<file path="src/rtl/nn_feature_loader.sv">
// Feature loader: packs a serial stream of DW-bit feature words into one
// N_FEAT-word frame and presents it on a held, acknowledged output register.
// The next frame fills in the background while the current one is presented.
//
// Ports:
//   clk, rst            clock, synchronous active-high reset
//   s_valid/s_ready     stream handshake (s_ready is combinational)
//   s_data, s_last      stream word and end-of-frame marker
//   feat_flat           presented frame, word k at [k*DW +: DW]
//   feat_valid          feat_flat holds a complete frame
//   feat_ack            consumer has used the presented frame
//   frame_err           one-cycle pulse on a framing error
//   frame_count         frames transferred to the output register (wraps)
module nn_feature_loader #(
    parameter int unsigned N_FEAT = 22,
    parameter int unsigned DW     = 16
) (
    input  logic                 clk,
    input  logic                 rst,
    input  logic                 s_valid,
    output logic                 s_ready,
    input  logic [DW-1:0]        s_data,
    input  logic                 s_last,
    output logic [N_FEAT*DW-1:0] feat_flat,
    output logic                 feat_valid,
    input  logic                 feat_ack,
    output logic                 frame_err,
    output logic [15:0]          frame_count
);

    localparam int unsigned IDX_W  = (N_FEAT > 1) ? $clog2(N_FEAT) : 1;
    localparam int unsigned FLAT_W = N_FEAT * DW;
    localparam logic [IDX_W-1:0] IDX_LAST = IDX_W'(N_FEAT - 1);

    typedef enum logic [1:0] {
        FILL = 2'd0,
        DROP = 2'd1,
        FULL = 2'd2
    } state_t;

    state_t             state;
    state_t             state_n;
    logic [IDX_W-1:0]   idx;
    logic [IDX_W-1:0]   idx_n;
    logic [FLAT_W-1:0]  fill;
    logic               accept;
    logic               store;
    logic               xfer;
    logic               err_n;

    assign s_ready = !rst && ((state == FILL) || (state == DROP));
    assign accept  = s_valid && s_ready;

    // State register
    always_ff @(posedge clk) begin
        if (rst) begin
            state <= FILL;
        end else begin
            state <= state_n;
        end
    end

    // Next state, word store strobe, transfer strobe and error detection
    always_comb begin
        state_n = state;
        idx_n   = idx;
        store   = 1'b0;
        xfer    = 1'b0;
        err_n   = 1'b0;
        case (state)
            FILL: begin
                if (accept) begin
                    if (idx == IDX_LAST) begin
                        idx_n = '0;
                        if (s_last) begin
                            store   = 1'b1;
                            state_n = FULL;
                        end else begin
                            // Missing last: swallow the rest of this frame
                            err_n   = 1'b1;
                            state_n = DROP;
                        end
                    end else if (s_last) begin
                        // Early last: partial frame discarded, restart at word 0
                        err_n = 1'b1;
                        idx_n = '0;
                    end else begin
                        store = 1'b1;
                        idx_n = idx + IDX_W'(1);
                    end
                end
            end
            DROP: begin
                if (accept && s_last) begin
                    state_n = FILL;
                end
            end
            FULL: begin
                // Transfer when the output register is free or being released now
                if (!feat_valid || feat_ack) begin
                    xfer    = 1'b1;
                    state_n = FILL;
                end
            end
            default: begin
                state_n = FILL;
            end
        endcase
    end

    // Fill buffer; contents are don't-care after reset
    always_ff @(posedge clk) begin
        if (store) begin
            fill[idx*DW +: DW] <= s_data;
        end
    end

    // Index, output register, error pulse and frame counter
    always_ff @(posedge clk) begin
        if (rst) begin
            idx         <= '0;
            feat_flat   <= '0;
            feat_valid  <= 1'b0;
            frame_err   <= 1'b0;
            frame_count <= '0;
        end else begin
            idx       <= idx_n;
            frame_err <= err_n;
            if (xfer) begin
                feat_flat   <= fill;
                feat_valid  <= 1'b1;
                frame_count <= frame_count + 16'd1;
            end else if (feat_ack) begin
                feat_valid <= 1'b0;
            end
        end
    end

endmodule
</file>
<file path="config.mk">
export PLATFORM = sky130hd
export DESIGN_NAME = nn_feature_loader
export DESIGN_NICKNAME = d
export VERILOG_FILES = /design/src/rtl/nn_feature_loader.sv
export SDC_FILE = /design/constraint.sdc
export NUM_CORES = 1
export LEC_CHECK = 0
export ABC_CLOCK_PERIOD_IN_PS = 4000
export BUFFER_PORTS_ARGS = -buffer_cell sky130_fd_sc_hd__buf_2
export CAP_MARGIN = 20
export CORE_ASPECT_RATIO = 1.2
export CORE_MARGIN = 1.5
export CORE_UTILIZATION = 35
export CTS_CLUSTER_SIZE = 30
export DETAILED_ROUTE_END_ITERATION = 10
export PLACE_DENSITY = 0.49
export SYNTH_ARGS = -nofsm -noshare
export SYNTH_HDL_FRONTEND = slang
export SYNTH_SLANG_ARGS = --single-unit
</file>
<file path="constraint.sdc">
create_clock -name clk -period 4 [get_ports clk]
set_input_delay 0.4 -clock clk [delete_from_list [all_inputs] [get_ports clk]]
set_output_delay 0.4 -clock clk [all_outputs]
set_load 0.1 [all_outputs]
</file>
* Yosys cells after proc, flatten, opt, wreduce, memory -nomap -nowiden *
Index checks and enable logic that the tools add are counted.
W data, S select, Z words.

word-level totals
  register bits = 729
  input port bits = 21
  output and inout port bits = 371

cells by class
  add/subtract/negate cells = 3
  equality and inequality tests = 7
  shifts and indexed selects = 2
  mux-type cells = 19
  bitwise logic cells = 2
  reduce and logical (&&, ||, !) cells = 12

operator list
  cell                         number
  $bwmux W352                  1
  $shift A16 B34 Y352 const A  1
  $shiftx A16 B34 Y352         1
  $neg A9 Y34                  1
  $add A16 B1 Y16 const B      1
  $mux W1                      10
  $mux W2                      5
  $mux W5                      2
  $pmux W2 S3                  1
  $add A5 B1 Y5 const B        1
  $eq A5 B5 Y1 const B         1
  $ne A2 B1 Y1 const B         2
  $ne A2 B2 Y1 const B         2
  $reduce_and A4 Y1            1
  $logic_and A1 B1 Y1          3
  $reduce_or A3 Y1             1
  $eq A2 B1 Y1 const B         1
  $eq A2 B2 Y1 const B         1
  $logic_not A1 Y1             2
  $logic_not A2 Y1             1
  $logic_or A1 B1 Y1           2
  $not A1 Y1                   2
  $reduce_and A2 Y1            1
  $reduce_bool A2 Y1           1

* Depth between registers and ports, before layout *
  depth in word-level cells = 7
  depth in mapped cells = 10
  gate-level depth less buffers = 7

* Worst setup path after synthesis *
OpenSTA, ideal clock, no wires.

  kind = reg2reg
  start point = reg idx[0]
  end point = reg fill[100], enable pin
  library setup time = 409 ps
  arrival = 3,200 ps
  setup slack = 391 ps
  stages on the path, launching flop included = 10
  path through = dfxtp_1 > buf_2 > inv_1 > ha_1 > nor3b_1 > ha_1 > buf_1 > and3_1 > nand3_1 > nor3_1

on the way
  word-level cells in the longest chain between the ends = 4

RTL lines
  item                           RTL line  text
  start, declared                43        logic [IDX_W-1:0] idx;
  start signal, assigned         127       idx <= idx_n;
  $eq A5 B5 Y1                   73        if (idx == IDX_LAST) begin
  $mux W1                        73
  $mux W1                        72        if (accept) begin
  $mux W1                        70        case (state)
  end signal, assigned by index  114       fill[idx*DW +: DW] <= s_data;
  end, declared                  45        logic [FLAT_W-1:0] fill;

Every way passes these cells.
A chain may end at the register's enable or synchronous reset.

* Final worst setup path *
  start point = reg idx[0]
  end point = reg fill[7], enable pin

The elaborated chain is that of the path after synthesis.

==> results.md <==
- #FFs+latches synth: ~730
- Initial Util: 35.4%
- P per Cell Area: between 400 and 500 nW/µm²
- Yosys top cell area share: between 40% and 50%
- Synth area leaders: edfxtp_1, dfxtp_1, nand2_1
- Post-synth EDFFs: roughly 350
- First-pass GRT wire length: between 100,000 and 150,000 µm
- Antenna Violating Nets Remaining: 0
- Vias in the first global route: ~19,000
- # resized after CTS: 0
- FP Rows: 109
- Endpoints failing setup: 0
- GPL Wtd Cong: between 0.8 and 0.9
- Hold buffers post-CTS: 0
- Fmax: roughly 0.28 GHz
- Syn Inst Count: 2,561
- Type of origin of the critical path: flip-flop
- CP Data Arrival Time: ~3.8 ns
- Iteration-0 DRC Markers: 1,502
- Post-CTS Repair Setup Buffers: 0
- Critical path fanouts, max: 17
- Drt via density: 4.99
- Max-cap viol count: 0
- Actual slew at the worst max-slew pin: about 1.1 ns
- Dominant cell type by area after synthesis: edfxtp_1
- Share of cells above drive strength 1: 20.3%
- DP Worst Slack: 0.501 ns
- Synthesized Nets: 2,587
- Root Driver: clkbuf_16
- Peak supply drop: approximately 300 µV
- Final period demand of the worst path: around 3.6 ns
- Die H: about 300 µm
- Hold Fails Final Rpt: 0
- Num ports: 392
- Main synth FF type: dfxtp_1
- Routed WL per cell: 22.2 µm
- Synth top cells by count: nand2_1, dfxtp_1, a21oi_1, edfxtp_1, nor3_1
- Post-synth ARST share: 0%
- WL final: ~87,000 µm
- Aggregate global-route resource usage: a little under a quarter
- H-tree levels: 3
- Die W: 252 µm
- Antenna violations before repair: 1
- Top-count cell post-synth: nand2_1
- Worst Skew: 0.0203 ns
- Final WS setup: ~0.42 ns
- Clk sinks: between 700 and 800
- CTS Buf Count: 76
- RSZ-0062 raised after global routing: false
- Register area: 18,100 µm²
- Via count: 19,700
- Gr ovfl total: 0
- Hold crit path type: input port to flip-flop
- Die Area: ~76,000 µm²
- Area delta synth->final: 21.4%
- Final Cycle Share: approximately nine tenths
- Final net count: slightly below 3,000
- Latest clock arrival within the worst-skew pair: approximately 0.62 ns
- Total power: roughly 15 mW
- Crit end category: flip-flop
- DRC viols: 0
- Synth warn: 0
- Syn avg cell area: between 10 and 15 µm²
- Rel. slew slack: ~29%
- Multi-input gate area: about 7300 µm²
- CTS tree: yes
- Sequential-to-total area share from yosys stat: between 60% and 70%
- Status: finished, final reports clean
- CP required: between 4 and 5 ns
- Fillers: about 7,200
- Clock-pin slew on the worst setup and hold paths: roughly 0.06 ns
- Largest net degree at the start of global routing: about 120
- Drt pass-1 iters: 5
- Slew Viols, Final: 0
- Hpwl dp: ~58,000 µm
- Leak: between 10 and 15 nW
- Fin Setup TNS: 0 ns
- Kind of critical path: flip-flop to flip-flop
- Post-synthesis cell type count: 40
- Core ar.: approximately 74,000 µm²
- Post-Syn Area: 26,100 µm²
- Clk buf depth: 3
- Antenna cells: 0
- Buffers on Ports: 391
-- flip-flops by register name (all words and copies together), names as in the netlist --
register / count
frame_err: 1
feat_valid: 1
feat_flat: 352
frame_count: 16
fill: 352
idx: 5
state: 2
-- kinds of logic after synthesis --
kind of cell | Yosys count | synth area share, %
AOI/OAI and AO/OA | 379 | 7.41
xor gates and xnor gates | 13 | 0.436
adders and majority gates | 5 | 0.239
buffers and inverters | 215 | 3.30
DFF | 729 | 69.3
and+or+nand+nor | 1220 | 19.3
-- path summary, 6_finish.rpt --
path,start,to,slack (ns),cells after the start
setup / recovery,idx[0],fill[7],0.42,6
hold / removal,s_data[15],fill[15],0.14,2
setup reg to reg,idx[0],fill[7],0.42,6
hold reg to reg,feat_flat[348],feat_flat[348],0.45,2
-- cell usage in the layout, fill, tap and decap left out, types with 3 or more instances in the layout --
| cell type | netlist | routed |
|---|---|---|
| nand4_1 | 3 | 3 |
| buf_2 | 36 | 390 |
| nand2b_1 | 4 | 4 |
| nand2_1 | 766 | 752 |
| inv_6 | 0 | 3 |
| xor2_1 | 5 | 5 |
| nor3_1 | 191 | 187 |
| clkbuf_8 | 0 | 5 |
| ha_1 | 5 | 5 |
| clkbuf_1 | 155 | 20 |
| buf_12 | 0 | 7 |
| o21ai_0 | 3 | 3 |
| clkinv_1 | 0 | 5 |
| or3_1 | 6 | 6 |
| nand2_2 | 0 | 12 |
| xnor2_1 | 8 | 8 |
| o31ai_1 | 6 | 6 |
| dfxtp_1 | 377 | 377 |
| bufinv_16 | 0 | 9 |
| nor4_1 | 5 | 5 |
| nand3b_1 | 3 | 3 |
| nor2_1 | 188 | 179 |
| or2_2 | 3 | 3 |
| clkbuf_16 | 0 | 80 |
| and2_1 | 17 | 17 |
| nor3_2 | 0 | 4 |
| or4_1 | 6 | 6 |
| nor2_2 | 0 | 8 |
| a21oi_1 | 365 | 365 |
| edfxtp_1 | 352 | 352 |
| nand3_1 | 15 | 12 |
| inv_1 | 14 | 14 |
| clkinv_2 | 0 | 13 |
| buf_4 | 1 | 46 |
-- through the flow --
stage	hold WS (ns)	util, %	std cells	area, µm²
2_1_floorplan	0.471	-	2561	26100
5_1_grt	0.115	43.0	3944	31700
4_1_cts	0.0983	43.0	3944	31700
6_report	0.137	43.0	3944	31700
3_5_place_dp	0.444	39.5	3803	29100
3_3_place_gp	0.443	39.5	3803	29100
-- critical path, stage by stage (launching register included) --
cell and delay (ns):
dfxtp_1 0.67, inv_1 0.17, ha_1 0.31, nor3b_1 0.19, ha_1 0.47, and4b_1 0.66, o2111a_1 0.73
-- cell type report --
cell class,count,share of cell area [%]
clock inverters,35,1.37
well taps,999,3.94
inverters,14,0.166
multi-input cells,1617,22.9
clock buffers,106,6.78
flip-flops and latches,729,57.1
repair buffers,444,7.73
-- layer usage --
| layer | track usage (%) | routed length (µm) | vias up |
|---|---|---|---|
| li1 | - | - | 9262 |
| met1 | 29.2 | 37300 | 9702 |
| met2 | 38.4 | 42900 | 590 |
| met3 | 3.77 | 4830 | 121 |
| met4 | 7.61 | 2410 | 2 |
| met5 | 0 | 12 | - |
-- power by group --
group          switching, mW  internal, mW
sequential           0.00386          7.76
clock                   2.99          4.37
combinational          0.230        0.0452
No activity file was read; power rests on OpenSTA's default activity.
